`config.mk`:
```
export PLATFORM = sky130hd
export DESIGN_NAME = blut_pc_ctrl
export DESIGN_NICKNAME = d
export VERILOG_FILES = /design/src/rtl/blut_pkg.sv /design/src/rtl/blut_loader.sv /design/src/rtl/blut_pc_ctrl.sv
export SDC_FILE = /design/constraint.sdc
export NUM_CORES = 1
export LEC_CHECK = 0
export ABC_CLOCK_PERIOD_IN_PS = 2700
export BUFFER_PORTS_ARGS = -buffer_cell sky130_fd_sc_hd__buf_2
export CORE_AREA = 2 2 77 72
export DETAILED_ROUTE_END_ITERATION = 8
export DIE_AREA = 0 0 79 74
export SETUP_SLACK_MARGIN = 0.4
export SYNTH_ARGS = -nofsm -noshare
export SYNTH_HDL_FRONTEND = slang
export SYNTH_HIERARCHICAL = 1
export SYNTH_SLANG_ARGS = --single-unit
```
`constraint.sdc`:
```
create_clock -name clk -period 2.7 [get_ports clk]
set_clock_uncertainty 0.2 [all_clocks]
set_input_delay 0.135 -clock clk [delete_from_list [all_inputs] [get_ports clk]]
set_output_delay 0.135 -clock clk [all_outputs]
set_load 0.01 [all_outputs]
```
`src/rtl/blut_pkg.sv`:
```
// Shared definitions for the branch-LUT program-counter controller.
//   state_e   : controller FSM states
//   PC_W_DEF  : default program counter / target width
//   IDX_W_DEF : default branch table index width
//   pc_t, lut_idx_t : convenience types at the default widths
package blut_pkg;

  localparam int PC_W_DEF  = 10;
  localparam int IDX_W_DEF = 5;

  typedef logic [PC_W_DEF-1:0]  pc_t;
  typedef logic [IDX_W_DEF-1:0] lut_idx_t;

  typedef enum logic [2:0] {
    IDLE   = 3'd0,
    LOAD   = 3'd1,
    RUN    = 3'd2,
    LOOKUP = 3'd3,
    HALTED = 3'd4
  } state_e;

endpackage

```
`src/rtl/blut_loader.sv`:
```
// Boot-time table loader: turns the (index, target) load stream into
// single-cycle table write strobes while the controller is in LOAD.
// Ports:
//   en_i          controller is in LOAD
//   load_valid_i  stream entry valid
//   load_index_i  slot to write
//   load_target_i target address for that slot
//   load_last_i   final entry marker
//   load_ready_o  entry accepted (high for the whole LOAD state)
//   wr_en_o       table write strobe
//   wr_idx_o      table write index (0 when not writing)
//   wr_data_o     table write data  (0 when not writing)
//   last_o        final legal entry accepted this cycle
//   err_o         out-of-range entry seen (only when RANGE_EN)
module blut_loader
  import blut_pkg::*;
#(
  parameter int          PC_W       = PC_W_DEF,
  parameter int          IDX_W      = IDX_W_DEF,
  parameter int unsigned PROG_DEPTH = 1024,
  parameter bit          RANGE_EN   = 1'b0
) (
  input  logic             en_i,
  input  logic             load_valid_i,
  input  logic [IDX_W-1:0] load_index_i,
  input  logic [PC_W-1:0]  load_target_i,
  input  logic             load_last_i,
  output logic             load_ready_o,
  output logic             wr_en_o,
  output logic [IDX_W-1:0] wr_idx_o,
  output logic [PC_W-1:0]  wr_data_o,
  output logic             last_o,
  output logic             err_o
);

  logic accept;
  logic illegal;

  assign accept  = en_i & load_valid_i;
  // An illegal entry is dropped rather than written so the table never
  // holds an address outside the program.
  assign illegal = RANGE_EN && (32'(load_target_i) >= PROG_DEPTH);

  assign load_ready_o = en_i;
  assign wr_en_o      = accept & ~illegal;
  assign wr_idx_o     = wr_en_o ? load_index_i  : '0;
  assign wr_data_o    = wr_en_o ? load_target_i : '0;
  assign last_o       = accept & load_last_i & ~illegal;
  assign err_o        = accept & illegal;

endmodule

```
`src/rtl/blut_pc_ctrl.sv`:
```
// Program-counter / fetch controller and sole master of the branch LUT.
// After start it loads (index, target) pairs into the table, then runs the
// PC; taken branches read the table and redirect to the returned target
// with a single bubble cycle.
// Optional feature: define BLUT_PC_RANGE_CHECK_EN to flag load targets or
// returned branch targets >= PROG_DEPTH (sticky error, move to HALTED).
// Without it error stays 0 and addresses wrap modulo 2^PC_W.
// Ports:
//   clk, reset (sync, active-high)
//   start                               leave IDLE/HALTED, begin table load
//   load_valid/index/target/last, load_ready   load stream handshake
//   branch_req/taken/index              decoder branch information
//   stall, halt                         pipeline hold / stop
//   lut_index, lut_write_enable, lut_target_address   table master lines
//   branch_target                       registered table read data
//   pc, fetch_valid                     fetch address and qualifier
//   done, error                         halted / range violation
module blut_pc_ctrl
  import blut_pkg::*;
#(
  parameter int          PC_W       = PC_W_DEF,
  parameter int          IDX_W      = IDX_W_DEF,
  parameter int unsigned START_PC   = 0,
  parameter int unsigned PROG_DEPTH = 1024
) (
  input  logic             clk,
  input  logic             reset,
  input  logic             start,
  input  logic             load_valid,
  input  logic [IDX_W-1:0] load_index,
  input  logic [PC_W-1:0]  load_target,
  input  logic             load_last,
  output logic             load_ready,
  input  logic             branch_req,
  input  logic             branch_taken,
  input  logic [IDX_W-1:0] branch_index,
  input  logic             stall,
  input  logic             halt,
  output logic [IDX_W-1:0] lut_index,
  output logic             lut_write_enable,
  output logic [PC_W-1:0]  lut_target_address,
  input  logic [PC_W-1:0]  branch_target,
  output logic [PC_W-1:0]  pc,
  output logic             fetch_valid,
  output logic             done,
  output logic             error
);

`ifdef BLUT_PC_RANGE_CHECK_EN
  localparam bit RangeEn = 1'b1;
`else
  localparam bit RangeEn = 1'b0;
`endif

  state_e           state_q, state_d;
  logic [PC_W-1:0]  pc_q, pc_d;
  logic [IDX_W-1:0] idx_q, idx_d;
  logic             error_q, error_d;

  logic             ld_en, ld_we, ld_last, ld_err;
  logic [IDX_W-1:0] ld_idx;
  logic [PC_W-1:0]  ld_data;
  logic             tgt_bad;

  assign ld_en = (state_q == LOAD);

  blut_loader #(
    .PC_W       (PC_W),
    .IDX_W      (IDX_W),
    .PROG_DEPTH (PROG_DEPTH),
    .RANGE_EN   (RangeEn)
  ) u_loader (
    .en_i          (ld_en),
    .load_valid_i  (load_valid),
    .load_index_i  (load_index),
    .load_target_i (load_target),
    .load_last_i   (load_last),
    .load_ready_o  (load_ready),
    .wr_en_o       (ld_we),
    .wr_idx_o      (ld_idx),
    .wr_data_o     (ld_data),
    .last_o        (ld_last),
    .err_o         (ld_err)
  );

  assign tgt_bad = RangeEn && (32'(branch_target) >= PROG_DEPTH);

  always_ff @(posedge clk) begin
    if (reset) begin
      state_q <= IDLE;
      pc_q    <= '0;
      idx_q   <= '0;
      error_q <= 1'b0;
    end else begin
      state_q <= state_d;
      pc_q    <= pc_d;
      idx_q   <= idx_d;
      error_q <= error_d;
    end
  end

  always_comb begin
    state_d            = state_q;
    pc_d               = pc_q;
    idx_d              = idx_q;
    error_d            = error_q;
    fetch_valid        = 1'b0;
    done               = 1'b0;
    lut_index          = '0;
    lut_write_enable   = 1'b0;
    lut_target_address = '0;

    unique case (state_q)
      IDLE: begin
        if (start) state_d = LOAD;
      end

      LOAD: begin
        lut_write_enable   = ld_we;
        lut_index          = ld_idx;
        lut_target_address = ld_data;
        if (ld_err) begin
          error_d = 1'b1;
          state_d = HALTED;
        end else if (ld_last) begin
          pc_d    = PC_W'(START_PC);
          state_d = RUN;
        end
      end

      RUN: begin
        fetch_valid = ~stall;
        if (halt) begin
          state_d = HALTED;
        end else if (stall) begin
          state_d = RUN;
        end else if (branch_req && branch_taken) begin
          // Present the index now; the table returns the target next cycle.
          lut_index = branch_index;
          idx_d     = branch_index;
          state_d   = LOOKUP;
        end else begin
          pc_d = pc_q + PC_W'(1);
        end
      end

      LOOKUP: begin
        // Keep presenting the index so a stalled lookup re-reads the table.
        lut_index = idx_q;
        if (halt) begin
          state_d = HALTED;
        end else if (!stall) begin
          if (tgt_bad) begin
            error_d = 1'b1;
            state_d = HALTED;
          end else begin
            pc_d    = branch_target;
            state_d = RUN;
          end
        end
      end

      HALTED: begin
        done = 1'b1;
        if (start) state_d = LOAD;
      end

      default: state_d = IDLE;
    endcase
  end

  assign pc    = pc_q;
  assign error = error_q;

endmodule

```
==> flow_summary.json <==
{
  "status": "finished clean",
  "final_layout_size_suffix_gt1_frac": 0.370,
  "cts_inserted_buffers": 3,
  "cts_tree": "yes",
  "ys_warn_count": 6,
  "timing.fmax_mhz": 468,
  "syn_nets": 230,
  "synth_cells": 190,
  "num_vias": 1667,
  "areaGrowthSynthToFinish_pct": 31.7,
  "power.leakage_nw": 0.886,
  "grt_pass1_wl_mm": 6.91,
  "antenna_found_initial": 0,
  "max_stage_delay_ns": 0.45,
  "cts_sinks": 19,
  "startpoint": "state_q[2]",
  "place_area_um2": 1800,
  "grt_overflow": 0,
  "cpMaxStageDelayCell": "dfxtp_1",
  "drv_cap": 0,
  "fin_area_um2": 1920,
  "rsz0062_at_grt": "no",
  "dr.pass1.iters": 4,
  "clk_latency_ns": 0.26,
  "grt_use_met1": 0.205,
  "rows": 25,
  "irDropWorstVdd_v": 0.000198,
  "htree_num_levels": 1,
  "synth_flop_cell": "dfxtp_1",
  "finalCritPeriodShare": 0.792,
  "setup_viol": 0,
  "die-height_um": 74,
  "hp-start": "branch_target[0]",
  "port_buffers": 68,
  "hold_path_class": "input pin to flip-flop",
  "slew_viol_final": 0,
  "grt_max_degree": 36,
  "fin_setup_tns_ns": 0,
  "async_flop_share": 0,
  "grt_pass1_vias": 1431,
  "top_usage_layer": "met2",
  "synth_cell_types": 49,
  "dp_hpwl_mm": 3.14,
  "grt_usage": 0.147,
  "worst_ep_required_time_ns": 2.37,
  "gp_congestion": 0.830,
  "wl_per_cell_um": 13.5,
  "root_buffer": "clkbuf_8",
  "nets": 298,
  "drtIter0Drc": 183,
  "synth_area_um2": 1460,
  "synth_edf_count": 0,
  "r2r_start": "state_q[2]",
  "ys_seq_elements": 19,
  "cp_data_arrival_time_ns": 1.80,
  "cts_buffer_depth": 2,
  "path_class": "flip-flop to output pin",
  "crit_path_end_kind": "output pin",
  "via_per_inst": 5.15,
  "drc": 0,
  "die_w_um": 79,
  "crit_path_cell_trace": "nor3b_2, buf_6, and3_1, a22oi_1, nand2_1, buf_2",
  "core-area_um2": 5070,
  "pin_count": 69,
  "met3_usage": 0.0267,
  "n_antenna_cell": 0,
  "seq_area_um2": 382,
  "grtUsageMet2": 0.238,
  "avgSynthCellArea_um2": 7.69,
  "cp_max_fo": 35,
  "synth_seq_area_share": 0.260,
  "start_kind": "flip-flop",
  "initial_core_util": 0.288,
  "multiInputGateArea_um2": 963,
  "clkTransAtPathRegs_ns": 0.08,
  "layout_min_cycle_time_ns": 2.14,
  "hold_violations": 0,
  "final_antenna_net_count": 0,
  "die_area_um2": 5850,
  "powerDensity_nw_per_um2": 308,
  "wirelength_mm": 4.38,
  "fin_hold_ws_ns": 0.0117,
  "fillers": 562
}
[worst max-delay path, delay by kind of cell (launching register included)]
kind                   cells  cell delay (ns)
flip-flops                 1             0.45
AND/OR/NAND/NOR            3             0.63
buffers and inverters      2             0.38
AO/OA/AOI/OAI              1             0.08
[path summary, 6_finish.rpt]
kind | end | slack, ns | cells past startpoint
worst min-delay path | pc[0] | 0.01 | 3
worst max-delay path | lut_index[3] | 0.56 | 6
worst min register to register | idx_q[0] | 0.26 | 2
worst max register to register | pc[5] | 0.59 | 5
[routing by layer]
layer	share of wire	wire length [µm]
met5	0	0
met4	0.0075	33
met3	0.059	259
met2	0.47	2060
met1	0.46	2020
[power by group]
part           switching [mW]  total (mW)  internal (mW)
sequential            0.00710       0.290          0.283
clock                   0.104       0.209          0.105
combinational          0.0489      0.0941         0.0451
total                   0.160       0.594          0.434
[state kept, by name, summed over array words and instances (netlist names)]
name,flops
error,1
pc,10
idx_q,5
state_q,3
[cell type report]
| class | instances | area share |
|---|---|---|
| Inverter | 5 | 0.00975 |
| Clock buffer | 4 | 0.0234 |
| Sequential cell | 19 | 0.198 |
| Tap cell | 67 | 0.0436 |
| Timing Repair Buffer | 78 | 0.224 |
| Multi-Input combinational cell | 151 | 0.501 |
[per-stage QoR]
stage          worst slack [ns]  std cells  power [mW]  utilization
6_report                  0.562        324       0.594        0.380
5_1_grt                   0.451        324       0.616        0.380
4_1_cts                   0.407        321       0.591        0.374
3_5_place_dp              0.629        312       0.383        0.356
3_3_place_gp              0.691        312       0.381        0.356
2_1_floorplan             0.548        190       0.345            -
[Yosys cell counts (all sizes together) (4+ instances only)]
master	instances	area, µm²
a211oi	4	35.0
and2	14	88.8
a22oi	7	52.6
a21oi	18	90.1
a31oi	4	25.0
nor2	13	53.8
nand2	24	90.1
nor3	4	20.0
nor3b	4	46.3
and3	17	116
nand3	5	25.0
buf	12	87.6
inv	5	18.8
o21ai	4	20.0
dfxtp	19	380
[logic make-up after synthesis]
family,after synthesis,share of synthesized area
fa+ha+maj,1,0.00856
flops,19,0.260
simple gates,92,0.366
other cells,1,0.00257
buf+inv,20,0.0805
compound gates,56,0.277
xor+xnor,1,0.00599
[timing repair]
action / 4_1_cts / 5_1_grt
gates resized for setup: 0 / 2
hold buffers: 5 / 0
setup endpoints to repair: 0 / 16
setup buffers: 0 / 3
endpoints found under the hold margin: 5 / 0
[cells in the final DEF, fill, tap and decap left out, types with 5 or more instances in the layout]
| cell | netlist | routed |
|---|---|---|
| a21oi_1 | 18 | 18 |
| a22oi_1 | 7 | 7 |
| and2_1 | 13 | 13 |
| and3_1 | 9 | 9 |
| and3_2 | 8 | 8 |
| buf_2 | 4 | 68 |
| dfxtp_1 | 19 | 18 |
| dlygate4sd3_1 | 0 | 5 |
| inv_1 | 5 | 5 |
| nand2_1 | 24 | 24 |
| nand3_1 | 5 | 5 |
| nor2_1 | 11 | 11 |
Power figures use the tool's default switching activity.
